[config.mk]
export PLATFORM = sky130hd
export DESIGN_NAME = sr04_meas_ctrl_flat
export DESIGN_NICKNAME = d
export VERILOG_FILES = /design/src/rtl/sr04_pkg.sv /design/src/rtl/sr04_meas_ctrl_if.sv /design/src/rtl/sr04_avg_filter.sv /design/src/rtl/sr04_meas_ctrl.sv /design/src/flat_wrapper.sv
export SDC_FILE = /design/constraint.sdc
export NUM_CORES = 1
export LEC_CHECK = 0
export CAP_MARGIN = 20
export CORE_ASPECT_RATIO = 0.9
export CORE_MARGIN = 4
export CORE_UTILIZATION = 35
export CTS_CLUSTER_SIZE = 8
export DETAILED_ROUTE_END_ITERATION = 12
export PLACE_DENSITY = 0.49
export SETUP_SLACK_MARGIN = 0.3
export SYNTH_ARGS = -nofsm -noshare
export SYNTH_HDL_FRONTEND = slang
export SYNTH_SLANG_ARGS = --single-unit
[constraint.sdc]
create_clock -name clk -period 8.95 [get_ports clk]
set_input_delay 0.895 -clock clk [delete_from_list [all_inputs] [get_ports clk]]
set_output_delay 0.895 -clock clk [all_outputs]
set_load 0.03 [all_outputs]
[src/rtl/sr04_pkg.sv]
// sr04_pkg: shared types, FSM states and source codes for the SR04 controller.
// No ports; imported by the interface, the averaging filter and the top.
package sr04_pkg;

    localparam int MAX_CM = 400;
    localparam int TMR_W  = 17;

    typedef logic [$clog2(MAX_CM + 1) - 1:0] dist_t;
    typedef logic [TMR_W - 1:0]              tmr_t;

    localparam logic [1:0] SRC_AUTO = 2'd0;
    localparam logic [1:0] SRC_UART = 2'd1;
    localparam logic [1:0] SRC_BTN  = 2'd2;

    typedef enum logic [2:0] {
        ST_IDLE    = 3'd0,
        ST_GRANT   = 3'd1,
        ST_MEASURE = 3'd2,
        ST_RESULT  = 3'd3,
        ST_HOLDOFF = 3'd4
    } state_e;

endpackage

[src/rtl/sr04_meas_ctrl_if.sv]
// sr04_meas_ctrl_if: counter-unit handshake plus published result bus.
// master = controller (drives start/clear/results), slave = counter unit / consumer.
interface sr04_meas_ctrl_if;
    import sr04_pkg::*;

    logic       cnt_start;
    logic       cnt_clear;
    logic       cnt_done;
    dist_t      cnt_distance;
    logic       busy;
    dist_t      dist_raw;
    dist_t      dist_avg;
    logic       dist_valid;
    logic [1:0] dist_src;
    logic       timeout_err;

    modport master (
        output cnt_start, cnt_clear, busy,
        output dist_raw, dist_avg, dist_valid, dist_src, timeout_err,
        input  cnt_done, cnt_distance
    );

    modport slave (
        input  cnt_start, cnt_clear, busy,
        input  dist_raw, dist_avg, dist_valid, dist_src, timeout_err,
        output cnt_done, cnt_distance
    );

endinterface

[src/rtl/sr04_avg_filter.sv]
// sr04_avg_filter: 2^AVG_LOG2-deep shift buffer with running sum.
// Ports: clk, reset, push + sample in; registered dist_raw / dist_avg out.
module sr04_avg_filter
    import sr04_pkg::*;
#(
    parameter int AVG_LOG2 = 2
) (
    input  logic  clk,
    input  logic  reset,
    input  logic  push,
    input  dist_t sample,
    output dist_t dist_raw,
    output dist_t dist_avg
);

    localparam int WIN = 1 << AVG_LOG2;
    localparam int SW  = $bits(dist_t) + AVG_LOG2;
    localparam int FW  = AVG_LOG2 + 1;

    dist_t         buf_q [WIN];
    logic [SW-1:0] sum;
    logic [SW-1:0] sum_n;
    logic [FW-1:0] fill;
    logic          full_n;

    // Buffer starts zeroed, so subtracting the oldest slot is
    // harmless while the window is still filling.
    assign sum_n  = sum + SW'(sample) - SW'(buf_q[WIN-1]);
    assign full_n = (fill >= FW'(WIN - 1));

    always_ff @(posedge clk or posedge reset) begin
        if (reset) begin
            for (int i = 0; i < WIN; i++) begin
                buf_q[i] <= '0;
            end
            sum      <= '0;
            fill     <= '0;
            dist_raw <= '0;
            dist_avg <= '0;
        end else if (push) begin
            buf_q[0] <= sample;
            for (int i = 1; i < WIN; i++) begin
                buf_q[i] <= buf_q[i-1];
            end
            sum      <= sum_n;
            if (fill != FW'(WIN)) begin
                fill <= fill + FW'(1);
            end
            dist_raw <= sample;
            dist_avg <= full_n ? dist_t'(sum_n >> AVG_LOG2) : sample;
        end
    end

endmodule

[src/rtl/sr04_meas_ctrl.sv]
// sr04_meas_ctrl: sequences SR04 measurements from uart/button/auto requests.
// Ports: clk, reset, tick_1us, auto_en, req_uart, req_btn; bus = counter + result.
module sr04_meas_ctrl
    import sr04_pkg::*;
#(
    parameter int PERIOD_US  = 100000,
    parameter int TIMEOUT_US = 30000,
    parameter int MIN_GAP_US = 60000,
    parameter int AVG_LOG2   = 2
) (
    input  logic clk,
    input  logic reset,
    input  logic tick_1us,
    input  logic auto_en,
    input  logic req_uart,
    input  logic req_btn,
    sr04_meas_ctrl_if.master bus
);

    localparam tmr_t PER_M1 = tmr_t'(PERIOD_US - 1);
    localparam tmr_t TO_M1  = tmr_t'(TIMEOUT_US - 1);
    localparam tmr_t GAP_M1 = tmr_t'(MIN_GAP_US - 1);

    state_e     state;
    state_e     state_n;
    tmr_t       step_tmr;
    tmr_t       step_tmr_n;
    tmr_t       auto_tmr;
    logic       pend_u;
    logic       pend_b;
    logic       pend_a;
    logic       rr;
    logic [1:0] src;
    logic [1:0] src_n;
    logic [1:0] src_g;
    dist_t      sample;
    logic       in_idle;
    logic       gnt_u;
    logic       gnt_b;
    logic       gnt_a;
    logic       auto_hit;
    logic       start_n;
    logic       clear_n;
    logic       push;

    assign in_idle  = (state == ST_IDLE);
    assign auto_hit = auto_en & tick_1us & (auto_tmr == PER_M1);

    // rr=0 favours uart when both manual requests are pending.
    assign gnt_u = in_idle & pend_u & (~pend_b | ~rr);
    assign gnt_b = in_idle & pend_b & (~pend_u | rr);
    assign gnt_a = in_idle & pend_a & ~pend_u & ~pend_b;

    always_comb begin
        src_g = SRC_AUTO;
        unique case (1'b1)
            gnt_u:   src_g = SRC_UART;
            gnt_b:   src_g = SRC_BTN;
            default: src_g = SRC_AUTO;
        endcase
    end

    always_comb begin
        state_n    = state;
        step_tmr_n = step_tmr;
        src_n      = src;
        start_n    = 1'b0;
        clear_n    = 1'b0;
        push       = 1'b0;
        unique case (state)
            ST_IDLE: begin
                if (pend_u | pend_b | pend_a) begin
                    state_n = ST_GRANT;
                    src_n   = src_g;
                    start_n = 1'b1;
                end
            end
            ST_GRANT: begin
                step_tmr_n = '0;
                state_n    = ST_MEASURE;
            end
            ST_MEASURE: begin
                if (bus.cnt_done) begin
                    state_n = ST_RESULT;
                end else if (tick_1us) begin
                    if (step_tmr == TO_M1) begin
                        clear_n    = 1'b1;
                        step_tmr_n = '0;
                        state_n    = ST_HOLDOFF;
                    end else begin
                        step_tmr_n = step_tmr + tmr_t'(1);
                    end
                end
            end
            ST_RESULT: begin
                push       = 1'b1;
                step_tmr_n = '0;
                state_n    = ST_HOLDOFF;
            end
            ST_HOLDOFF: begin
                if (tick_1us) begin
                    if (step_tmr == GAP_M1) begin
                        state_n = ST_IDLE;
                    end else begin
                        step_tmr_n = step_tmr + tmr_t'(1);
                    end
                end
            end
            default: state_n = ST_IDLE;
        endcase
    end

    always_ff @(posedge clk or posedge reset) begin
        if (reset) begin
            state           <= ST_IDLE;
            step_tmr        <= '0;
            auto_tmr        <= '0;
            pend_u          <= 1'b0;
            pend_b          <= 1'b0;
            pend_a          <= 1'b0;
            rr              <= 1'b0;
            src             <= SRC_AUTO;
            sample          <= '0;
            bus.cnt_start   <= 1'b0;
            bus.cnt_clear   <= 1'b0;
            bus.timeout_err <= 1'b0;
            bus.busy        <= 1'b0;
            bus.dist_valid  <= 1'b0;
            bus.dist_src    <= SRC_AUTO;
        end else begin
            state    <= state_n;
            step_tmr <= step_tmr_n;
            src      <= src_n;
            // A request arriving on its own grant cycle is served by that grant.
            pend_u   <= (pend_u | req_uart) & ~gnt_u;
            pend_b   <= (pend_b | req_btn) & ~gnt_b;
            pend_a   <= auto_en & (pend_a | auto_hit) & ~gnt_a;
            if (!auto_en) begin
                auto_tmr <= '0;
            end else if (tick_1us) begin
                auto_tmr <= auto_hit ? '0 : auto_tmr + tmr_t'(1);
            end
            if (gnt_u | gnt_b) begin
                rr <= ~rr;
            end
            if (state == ST_MEASURE && bus.cnt_done) begin
                sample <= bus.cnt_distance;
            end
            bus.cnt_start   <= start_n;
            bus.cnt_clear   <= clear_n;
            bus.timeout_err <= clear_n;
            bus.busy        <= (state_n != ST_IDLE);
            bus.dist_valid  <= push;
            if (push) begin
                bus.dist_src <= src;
            end
        end
    end

    sr04_avg_filter #(
        .AVG_LOG2 (AVG_LOG2)
    ) u_avg (
        .clk      (clk),
        .reset    (reset),
        .push     (push),
        .sample   (sample),
        .dist_raw (bus.dist_raw),
        .dist_avg (bus.dist_avg)
    );

endmodule

[src/flat_wrapper.sv]
// flat-port wrapper written by rule: the top's interface ports become plain ports
module sr04_meas_ctrl_flat import sr04_pkg::*;
#(
    parameter int PERIOD_US  = 100000,
    parameter int TIMEOUT_US = 30000,
    parameter int MIN_GAP_US = 60000,
    parameter int AVG_LOG2   = 2
)
  (clk, reset, tick_1us, auto_en, req_uart, req_btn, bus_cnt_start, bus_cnt_clear, bus_busy, bus_dist_raw, bus_dist_avg, bus_dist_valid, bus_dist_src, bus_timeout_err, bus_cnt_done, bus_cnt_distance);
  sr04_meas_ctrl_if bus_i ();
  input  logic clk;
  input  logic reset;
  input  logic tick_1us;
  input  logic auto_en;
  input  logic req_uart;
  input  logic req_btn;
  output wire logic [$bits(bus_i.cnt_start)-1:0] bus_cnt_start;
  output wire logic [$bits(bus_i.cnt_clear)-1:0] bus_cnt_clear;
  output wire logic [$bits(bus_i.busy)-1:0] bus_busy;
  output wire logic [$bits(bus_i.dist_raw)-1:0] bus_dist_raw;
  output wire logic [$bits(bus_i.dist_avg)-1:0] bus_dist_avg;
  output wire logic [$bits(bus_i.dist_valid)-1:0] bus_dist_valid;
  output wire logic [$bits(bus_i.dist_src)-1:0] bus_dist_src;
  output wire logic [$bits(bus_i.timeout_err)-1:0] bus_timeout_err;
  input wire logic [$bits(bus_i.cnt_done)-1:0] bus_cnt_done;
  input wire logic [$bits(bus_i.cnt_distance)-1:0] bus_cnt_distance;
  assign bus_cnt_start = bus_i.cnt_start;
  assign bus_cnt_clear = bus_i.cnt_clear;
  assign bus_busy = bus_i.busy;
  assign bus_dist_raw = bus_i.dist_raw;
  assign bus_dist_avg = bus_i.dist_avg;
  assign bus_dist_valid = bus_i.dist_valid;
  assign bus_dist_src = bus_i.dist_src;
  assign bus_timeout_err = bus_i.timeout_err;
  assign bus_i.cnt_done = bus_cnt_done;
  assign bus_i.cnt_distance = bus_cnt_distance;
  sr04_meas_ctrl #(.PERIOD_US(PERIOD_US), .TIMEOUT_US(TIMEOUT_US), .MIN_GAP_US(MIN_GAP_US), .AVG_LOG2(AVG_LOG2)) u_core (.clk(clk), .reset(reset), .tick_1us(tick_1us), .auto_en(auto_en), .req_uart(req_uart), .req_btn(req_btn), .bus(bus_i));
endmodule
==> impl_metrics.env, run 1 <==
export IMPL_tns_ns=0
export IMPL_clk_path_buf_depth=2
export IMPL_hpwl_um=8950
export IMPL_swShare_pct=41.5
export IMPL_critPathKind="register to register"
export IMPL_ctsResizeCount=0
export IMPL_die_w_um=148
export IMPL_placedCellCount=912
export IMPL_grt_pass1_vias=4735
export IMPL_p_switching_mw=1.23
export IMPL_antenna_left=0
export IMPL_seq_power_share_pct=28.4
export IMPL_synth_edf_count=0
export IMPL_h_tree_depth=4
export IMPL_cp_max_fo=83
export IMPL_fin_crit_sh_pct=33.3
export IMPL_vdd_drop_max_v=0.000200
export IMPL_first_pass_iters=4
export IMPL_postSynth_asyncResetShare_pct=100
export IMPL_synth_area_leaders="dfrtp_1 48%, nand2_1 9.5%, o21ai_0 4.9%"
export IMPL_num_io_pins=41
export IMPL_ys_flop_type="dfrtp_1"
export IMPL_maxCapViolCount=0
export IMPL_power_leakage_nw=3.33
export IMPL_final_max_slew_violation_count=0
export IMPL_ys_ff_latch=117
export IMPL_rr_endpoint="u_core.u_avg.dist_avg[5]"
export IMPL_synth_distinct_cells=61
export IMPL_worstPathArrival_ns=3.27
export IMPL_holdPathStages=2
export IMPL_fmax_mhz=336
export IMPL_critPathSlowestCell="buf_4"
export IMPL_yosysSeqAreaShare_pct=47.5
export IMPL_worstMarginPinSlew_ns=0.947
export IMPL_drcViolationCount=0
export IMPL_synth_most_common_cell="nand2_1"
export IMPL_start_util_pct=36.1
export IMPL_grt_max_degree=84
export IMPL_utilization_pct=42.8
export IMPL_rsz0062_at_grt="false"
export IMPL_setup_viol=0
export IMPL_die_area_mm2=0.0198
export IMPL_status="finished clean"
export IMPL_syn_nets=710
export IMPL_crit_top_cell="buf_4"
export IMPL_rr_worst_depth=8
export IMPL_fillers=1674
export IMPL_hold_ws_ns=0.464
export IMPL_wl_um=13400
export IMPL_rows=45
export IMPL_yosys_warnings=0
export IMPL_start_kind="register"
export IMPL_grt_total_usage_pct=14.6
export IMPL_die_y_um=134
export IMPL_grt_pass1_wl_um=23400
export IMPL_endpoint_kind="register"
export IMPL_syn_to_final_growth_pct=18.5
export IMPL_max_slew_margin_pct=36.7
export IMPL_num_vias=4651
export IMPL_cts_setup_buffers=0
export IMPL_max_stage_delay_ns=0.60
export IMPL_hp_class="register to register"
export IMPL_synth_top_cells_by_count="156 x nand2_1, 117 x dfrtp_1, 60 x o21ai_0"
export IMPL_yosys_area_top_type="dfrtp_1"
export IMPL_drive_gt1_share_pct=8.60
export IMPL_synth_top_area_share_pct=47.5
export IMPL_clkTransAtPathRegs_ns=0.05
export IMPL_syn_avg_cell_area_um2=9.21
export IMPL_fin_crit_ns=2.98
export IMPL_post_drt_wl_per_cell_um=14.2
export IMPL_place_gp_congestion=0.766
export IMPL_power_density_mw_per_mm2=405
export IMPL_clock_sinks=117
export IMPL_reg2reg_slack_ns=5.97
export IMPL_p_int_mw=1.73
export IMPL_syn_area_mm2=0.00616
export IMPL_cp_required_ns=9.24
export IMPL_fin_ws_ns=5.97
export IMPL_cts_tree="yes"
export IMPL_cts_root_buf="clkbuf_16"
export IMPL_p_clk_share_pct=22.5
export IMPL_antenna_cells=0
export IMPL_fin_worst_skew_ns=0.0143
export IMPL_io_buffers=40
export IMPL_min_to="u_core.u_avg.buf_q[14]"
export IMPL_p_comb_share_pct=49.1
export IMPL_timing_rr_start="u_core.state[2]"
export IMPL_pre_cts_ws_ns=5.91
export IMPL_clk_latency_ns=0.41
export IMPL_grt_overflow=0
export IMPL_finalHoldViolations=0
export IMPL_netlist_instances=669
export IMPL_ctsHoldBuffers=0
export IMPL_fin_cells=944
export IMPL_antenna_found_initial=0
export IMPL_hold_path_startpoint="u_core.u_avg.buf_q[23]"
export IMPL_nets=739
export IMPL_cp_cell_sequence="nand2b_1 > or2_2 > buf_4 > inv_1 > buf_4 > nand3_1 > mux2i_1 > a221o_1"
export IMPL_initialDrtViolationCount=312
export IMPL_core_area_mm2=0.0171
export IMPL_viasPerCell=4.93
export IMPL_numCtsBuffers=17
==> sequential cells by signal, indices dropped and copies added, names as in the netlist, 2 cells and up <==
name	cells
u_core.u_avg.sum	11
u_core.state	3
u_core.u_avg.buf_q	36
u_core.u_avg.dist_avg	9
u_core.u_avg.fill	3
u_core.auto_tmr	17
u_core.step_tmr	17
u_core.sample	9
u_core.src	2
u_core.bus.dist_src	2
==> layout make-up <==
type / count / area, um^2 / share of cell area (%)
Sequential cell: 117 / 2930 / 40.1
Multi-Input combinational cell: 465 / 2850 / 39.0
Clock buffer: 26 / 499 / 6.84
Timing Repair Buffer: 47 / 477 / 6.53
Tap cell: 235 / 294 / 4.03
Inverter: 50 / 190 / 2.60
Clock inverter: 4 / 70.1 / 0.959
==> layer usage <==
layer	vias to the layer above	part of all wire [%]	global-route usage, %	routed length [um]
met1	2278	48	19.3	6510
met5	-	0	0	0
met3	12	3.7	4.05	492
met2	59	47	23.2	6280
li1	2302	-	-	-
met4	0	1.2	5.08	167
==> how the worst max path moves through the flow <==
| stage | from | to | slack (ns) | cells past startpoint |
|---|---|---|---|---|
| 2_1_floorplan | reset | u_core.auto_tmr[0] | 4.95 | 1 |
| 4_1_cts | u_core.state[2] | u_core.u_avg.dist_avg[5] | 5.98 | 8 |
| 6_report | u_core.state[2] | u_core.u_avg.dist_avg[5] | 5.97 | 8 |
| 3_5_place_dp | tick_1us | u_core.step_tmr[7] | 5.91 | 8 |
| 3_3_place_gp | tick_1us | u_core.step_tmr[2] | 5.57 | 7 |
| 5_1_grt | u_core.state[2] | u_core.u_avg.dist_avg[5] | 5.60 | 8 |
==> critical path, delay by kind of cell (launching register included) <==
family,cells,cell delay [ns]
simple gates,3,0.57
mux,1,0.08
flops,1,0.55
buf+inv,3,1.35
compound gates,1,0.26
==> cell families (layout without fill, tap and decap cells) <==
family | count (synthesis) | count (layout) | share of synthesized area, %
compound gates | 134 | 134 | 13.8
fa+ha+maj | 25 | 25 | 6.17
buf+inv | 87 | 127 | 6.40
flops | 117 | 117 | 47.5
mux | 3 | 3 | 0.508
simple gates | 276 | 276 | 21.7
xor+xnor | 27 | 27 | 3.84
==> power groups by stage <==
| stage | sequential [mW] | clock [mW] | combinational (mW) |
|---|---|---|---|
| final | 0.839 | 0.665 | 1.45 |
| after global routing | 0.868 | 0.709 | 1.66 |
| after CTS | 0.843 | 0.684 | 1.47 |
| after detailed placement | 0.848 | 0 | 1.45 |
| after global placement | 0.842 | 0 | 1.43 |
| after floorplan | 0.859 | 0 | 1.08 |
==> placed cells by master, fill, tap and decap left out, types with 9 or more instances in the layout <==
master           count
nand2_1            156
dfrtp_1            117
o21ai_0             60
inv_1               48
clkdlybuf4s50_1     40
nor2_1              27
xnor2_1             23
a21oi_1             20
nand3_1             17
clkbuf_16           17
ha_1                16
nor2_2              11
nand4_1              9
fa_1                 9
==> metrics by stage <==
step / power (mW) / instance area [um^2]
floorplan: 1.94 / 6160
global placement: 2.27 / 6690
detailed placement: 2.30 / 6700
CTS: 2.99 / 7270
global route: 3.24 / 7300
finish: 2.95 / 7300
Power figures use the tool's default switching activity.
==> run 2, diff against run 1 <==
--- a/config.mk
+++ b/config.mk
@@ -11,7 +11,7 @@
 export CORE_UTILIZATION = 35
 export CTS_CLUSTER_SIZE = 8
 export DETAILED_ROUTE_END_ITERATION = 12
-export PLACE_DENSITY = 0.49
+export PLACE_DENSITY = 0.51
 export SETUP_SLACK_MARGIN = 0.3
 export SYNTH_ARGS = -nofsm -noshare
 export SYNTH_HDL_FRONTEND = slang
==> constraint.sdc (replaced) <==
create_clock -name clk -period 2.5 [get_ports clk]
set_input_delay 0.25 -clock clk [delete_from_list [all_inputs] [get_ports clk]]
set_output_delay 0.25 -clock clk [all_outputs]
set_load 0.03 [all_outputs]
==> run 2 against run 1 <==
Effect of this change: the run now ends with negative setup slack left; via count increased by 1.7%; global-route usage rose by 0.21 points; flip-flop and latch count stayed put; hold slack worse by 0.14 ns; clock skew fell by 0.0091 ns; utilization increased by 2.4 points; final cell count rose by 2.3%; first-iteration DRC count is 9.6% higher; critical path type unchanged.
==> impl_metrics.env, run 2 (synthesized netlist as in run 1, its figures left out) <==
export IMPL_status="finished, violations left"
export IMPL_violations="negative setup slack"
export IMPL_multi_input_area_mm2=0.00305
export IMPL_rsz0062_at_grt="true"
export IMPL_antenna_left=0
export IMPL_largest_register_ffs=36
export IMPL_cts_root_buf="clkbuf_16"
export IMPL_die_area_mm2=0.0198
export IMPL_clock_sinks=117
export IMPL_antenna_cells=0
export IMPL_cts_tree="yes"
export IMPL_power_density_mw_per_mm2=1620
export IMPL_vdd_drop_max_v=0.000728
export IMPL_start_util_pct=36.1
export IMPL_final_max_slew_violation_count=0
export IMPL_drcViolationCount=0
export IMPL_seqCellArea_mm2=0.00293
export IMPL_fin_crit_ns=2.54
export IMPL_pre_cts_ws_ns=-0.0928
export IMPL_clk_latency_ns=0.42
export IMPL_syn_to_final_growth_pct=25.2
export IMPL_viasPerCell=4.89
export IMPL_die_y_um=134
export IMPL_fin_crit_sh_pct=102
export IMPL_mostFrequentLayoutCell="nand2_1"
export IMPL_finalPower_mw=12.5
export IMPL_rr_endpoint="u_core.u_avg.dist_avg[6]"
export IMPL_nets=759
export IMPL_worstMarginPinSlew_ns=0.970
export IMPL_layout_common_cells="156 x nand2_1, 116 x dfrtp_1, 48 x o21ai_0, 44 x inv_1, 40 x clkdlybuf4s50_1"
export IMPL_timing_rr_start="u_core.u_avg.sum[1]"
export IMPL_grt_overflow=0
export IMPL_endpoint_kind="register"
export IMPL_first_pass_iters=4
export IMPL_grt_pass1_wl_um=23800
export IMPL_wl_um=13800
export IMPL_h_tree_depth=4
export IMPL_finalHoldViolations=0
export IMPL_post_drt_wl_per_cell_um=14.2
export IMPL_grt_total_usage_pct=14.8
export IMPL_hpwl_um=9210
export IMPL_critPathKind="register to register"
export IMPL_cp_max_fo=2
export IMPL_cp_required_ns=2.82
export IMPL_tns_ns=-0.187
export IMPL_antenna_found_initial=0
export IMPL_largestRegisters="u_core.u_avg.buf_q: 36 flops, u_core.auto_tmr: 17 flops, u_core.step_tmr: 17 flops"
export IMPL_num_io_pins=41
export IMPL_reg2reg_slack_ns=-0.04
export IMPL_clk_path_buf_depth=2
export IMPL_drive_gt1_share_pct=15.3
export IMPL_rr_worst_depth=10
export IMPL_fin_worst_skew_ns=0.00523
export IMPL_initialDrtViolationCount=342
export IMPL_hp_class="input port to async pin"
export IMPL_hold_ws_ns=0.321
export IMPL_grt_pass1_vias=4766
export IMPL_core_area_mm2=0.0171
export IMPL_start_kind="register"
export IMPL_max_slew_margin_pct=35.2
export IMPL_maxCapViolCount=0
export IMPL_place_gp_congestion=0.827
export IMPL_grt_max_degree=90
export IMPL_rows=45
export IMPL_regMostFlops="u_core.u_avg.buf_q"
export IMPL_io_buffers=40
export IMPL_setup_viol=6
export IMPL_ctsHoldBuffers=0
export IMPL_fillers=1602
export IMPL_power_leakage_nw=3.48
export IMPL_die_w_um=148
export IMPL_worstPathArrival_ns=2.87
export IMPL_numCtsBuffers=17
export IMPL_num_vias=4728
export IMPL_fmax_mhz=393
export IMPL_clkTransAtPathRegs_ns=0.05
export IMPL_fin_ws_ns=-0.0414
run 2: timing repair:
| item | 4_1_cts | 5_1_grt |
|---|---|---|
| pin swaps | 20 | 7 |
| endpoints found under the setup margin | 14 | 36 |
| resized for setup | 15 | 18 |
| buffers inserted | 3 | 2 |
run 2: final cells by class:
type	instances	share of cell area [%]
clock inverters	10	1.67
repair buffers	67	8.52
flip-flops and latches	117	38.0
inverters	50	2.48
well taps	235	3.81
multi-input cells	465	39.5
clock buffers	22	6.02
run 2: stage by stage:
stage / utilization, % / area, um^2 / std cells
finish: 45.2 / 7710 / 966
global route: 45.2 / 7710 / 966
CTS: 44.6 / 7600 / 964
detailed placement: 40.7 / 6940 / 929
global placement: 40.7 / 6940 / 929
floorplan: - / 6230 / 669
run 2: routing by layer:
layer	track usage, %	vias up	share of wire, %
li1	-	2339	-
met1	19.8	2288	48
met2	23.7	80	47
met3	3.11	21	3.0
met4	6.00	0	1.8
met5	0	-	0
run 2: worst max path at each step:
stage | start | to | slack (ns) | depth (start not counted)
floorplan | u_core.u_avg.sum[1] | u_core.u_avg.dist_avg[5] | -0.06 | 10
global placement | u_core.u_avg.sum[1] | u_core.u_avg.sum[7] | -0.07 | 11
detailed placement | u_core.u_avg.sum[1] | u_core.u_avg.sum[7] | -0.09 | 11
CTS | u_core.u_avg.sum[1] | u_core.u_avg.dist_avg[7] | -0.04 | 11
global route | u_core.u_avg.sum[1] | u_core.u_avg.dist_avg[7] | -0.18 | 11
finish | u_core.u_avg.sum[1] | u_core.u_avg.dist_avg[6] | -0.04 | 10
run 2: critical path, stage by stage, from the launching register on:
cell and delay, ns:
dfrtp_1 0.36, inv_2 0.04, fa_1 0.48, buf_4 0.16, fa_2 0.40, nor2b_4 0.15, o2111ai_4 0.13, nand3b_1 0.20
a31oi_2 0.14, xor2_1 0.19, o31ai_1 0.19
run 2: power by group:
| part | switching, mW | internal, mW | total [mW] | leakage [nW] |
|---|---|---|---|---|
| Sequential | 0.475 | 2.53 | 3.00 | 1.52 |
| Combinational | 3.78 | 3.26 | 7.04 | 1.66 |
| Clock | 0.855 | 1.61 | 2.46 | 0.297 |
| Total | 5.11 | 7.39 | 12.5 | 3.48 |
==> variant: new RTL, config.mk and constraints of run 1 <==
Change the package constant `MAX_CM` from 400 to 800.
--- a/src/rtl/sr04_pkg.sv
+++ b/src/rtl/sr04_pkg.sv
@@ -2,7 +2,7 @@
 // No ports; imported by the interface, the averaging filter and the top.
 package sr04_pkg;
 
-    localparam int MAX_CM = 400;
+    localparam int MAX_CM = 800;
     localparam int TMR_W  = 17;
 
     typedef logic [$clog2(MAX_CM + 1) - 1:0] dist_t;
Interface: changed (resized bus_cnt_distance, bus_dist_avg and bus_dist_raw); port bits go from 41 to 44. No check against the original RTL was run, so the function may have changed too.
==> variant against run 1 <==
Sequential cell count increased by 7; power is 11% higher; synthesized area increased by 4.2%; global-route usage increased by 0.087 points; setup slack got worse by 24 ps; critical path depth increased by 2; critical endpoint is now u_core.u_avg.sum[11]; utilization shrank 0.21 points; final area rose by 4.1%; routed wire length up 2.3%; critical path type unchanged; first-iteration DRC count down 9.6%.
==> variant: results (changes against run 1) <==
[clock_tree]
htreeDepth=4  ; unchanged
clock_latency_ps=420
clock_path_buffers=2  ; unchanged
cts_resized=0  ; unchanged
numCtsBuffers=17  ; unchanged
clk_pin_slew_ps=60

[logic_synthesis]
seq_area_frac_synth_pct=48.34  ; +0.83 points
ys_types=62  ; +1.6%
synth_fp_nets=751  ; +5.8%
yosys-top-cells-count=nand2_1 (163), dfrtp_1 (124), o21ai_0 (68)
async_flop_share_pct=100.0  ; unchanged
yosys_warnings=0  ; unchanged
synth_area_leaders=dfrtp_1 (48%), nand2_1 (9.5%), o21ai_0 (5.3%)

[pwr]
sw_frac_of_total_pct=42.32  ; +0.80 points
pwr-share-comb_pct=50.8  ; +1.7 points
vdd.ir_drop.worst_mv=0.2098  ; +5.1%
pwr-share-clk_pct=22.3  ; -0.2 points
p_leak_nw=3.479  ; +4.5%
power_density_nw_per_um2=431.1  ; +6.6%

[worst_hold_path]
hp-start=u_core.u_avg.buf_q[12]
hp-class=reg -> reg

[layout]
reg_top3=u_core.u_avg.buf_q: 40 flops, u_core.auto_tmr: 17 flops, u_core.step_tmr: 17 flops
fillCellCount=1775  ; +6.0%
antenna-diode-count=0  ; unchanged
fin_nets=778  ; +5.3%
final_layout_size_suffix_gt1_share_pct=7.775  ; -0.83 points

[timing]
worst_pin_slew_ps=996.7  ; +49.28 ps
setup-tns-final_ps=0  ; unchanged
skew_ps=8.228  ; -6.105 ps

[setup_path]
worstPathMaxFanout=5  ; -94%
r2r-start=u_core.u_avg.buf_q[1]
cp_data_required_time_ps=9210  ; -30 ps

[placement]
hpwl_mm=9.346  ; +4.5%
place_area_um2=6980  ; +4.2%
globalplace.congestion=0.8193  ; +7.0%
portBuffers=43  ; +7.5%

[drt]
met2_length_mm=6.222  ; -0.94%
wl_mm=13.76  ; +2.3%
wirelength_met1_mm=6.806  ; +4.6%
drt-pass1-iter-count=4  ; unchanged
wl_met3_um=581  ; +18%
drt_iter0_drc=282  ; -9.6%
maxUsedRoutingLayer=met4
vias_per_cell=4.846  ; -1.6%

[status]
outcome=finished clean

[global_route]
grt_pass1_vias=4789  ; +1.1%
antenna_found_initial=0  ; unchanged
grt_max_degree=92  ; +9.5%
track_usage_pct=14.69  ; +0.087 points
grt_pass1_wl_mm=23.83  ; +1.8%

## variant: kinds of logic after synthesis
group | share of synthesized area [%]
XOR/XNOR | 3.411
multiplexers | 0.4873
adder cells (fa/ha/maj) | 6.433
AND/OR/NAND/NOR | 22.28
buffers and inverters | 6.452
flip-flops | 48.34
AO/OA/AOI/OAI | 12.59
## variant: path summary, 6_finish.rpt
kind                            depth (start not counted)  slack [ps]                     to
worst max-delay path                                   10        5950   u_core.u_avg.sum[11]
worst max register to register                         10        5950   u_core.u_avg.sum[11]
max in group asynchronous                               3        6710    u_core.u_avg.sum[5]
min in group asynchronous                               2        1020       u_core.sample[4]
worst min register to register                          2         460  u_core.u_avg.buf_q[2]
worst min-delay path                                    2         460  u_core.u_avg.buf_q[2]
## variant: layout make-up
cell class	count	share of cell area, %
clock buffers	17	5.598
clock inverters	14	2.552
inverters	52	2.601
multi-input cells	491	38.31
flip-flops and latches	124	40.83
well taps	240	3.951
repair buffers	48	6.157
## variant: layer usage
metal  GRT usage (%)  vias to the layer above
met5               0                        -
li1                -                     2408
met1           19.94                     2286
met4           4.582                        0
met2           22.39                       71
met3           4.767                       13
## variant: through the flow
stage | setup slack, ps | power [mW] | std cells
2_1_floorplan | 4756 | 2.158 | 707
3_3_place_gp | 5951 | 2.545 | 955
3_5_place_dp | 5937 | 2.562 | 955
4_1_cts | 5916 | 3.314 | 986
5_1_grt | 5686 | 3.580 | 986
6_report | 5946 | 3.276 | 986
## variant: critical path, stage by stage (launching register included)
cell and delay (ps):
dfrtp_1 400, fa_1 590, inv_1 50, ha_1 280, a21oi_1 150, nor2b_1 90, a311o_1 430, a311oi_4 420
nor3_1 120, nor3_1 210, o21ai_0 110
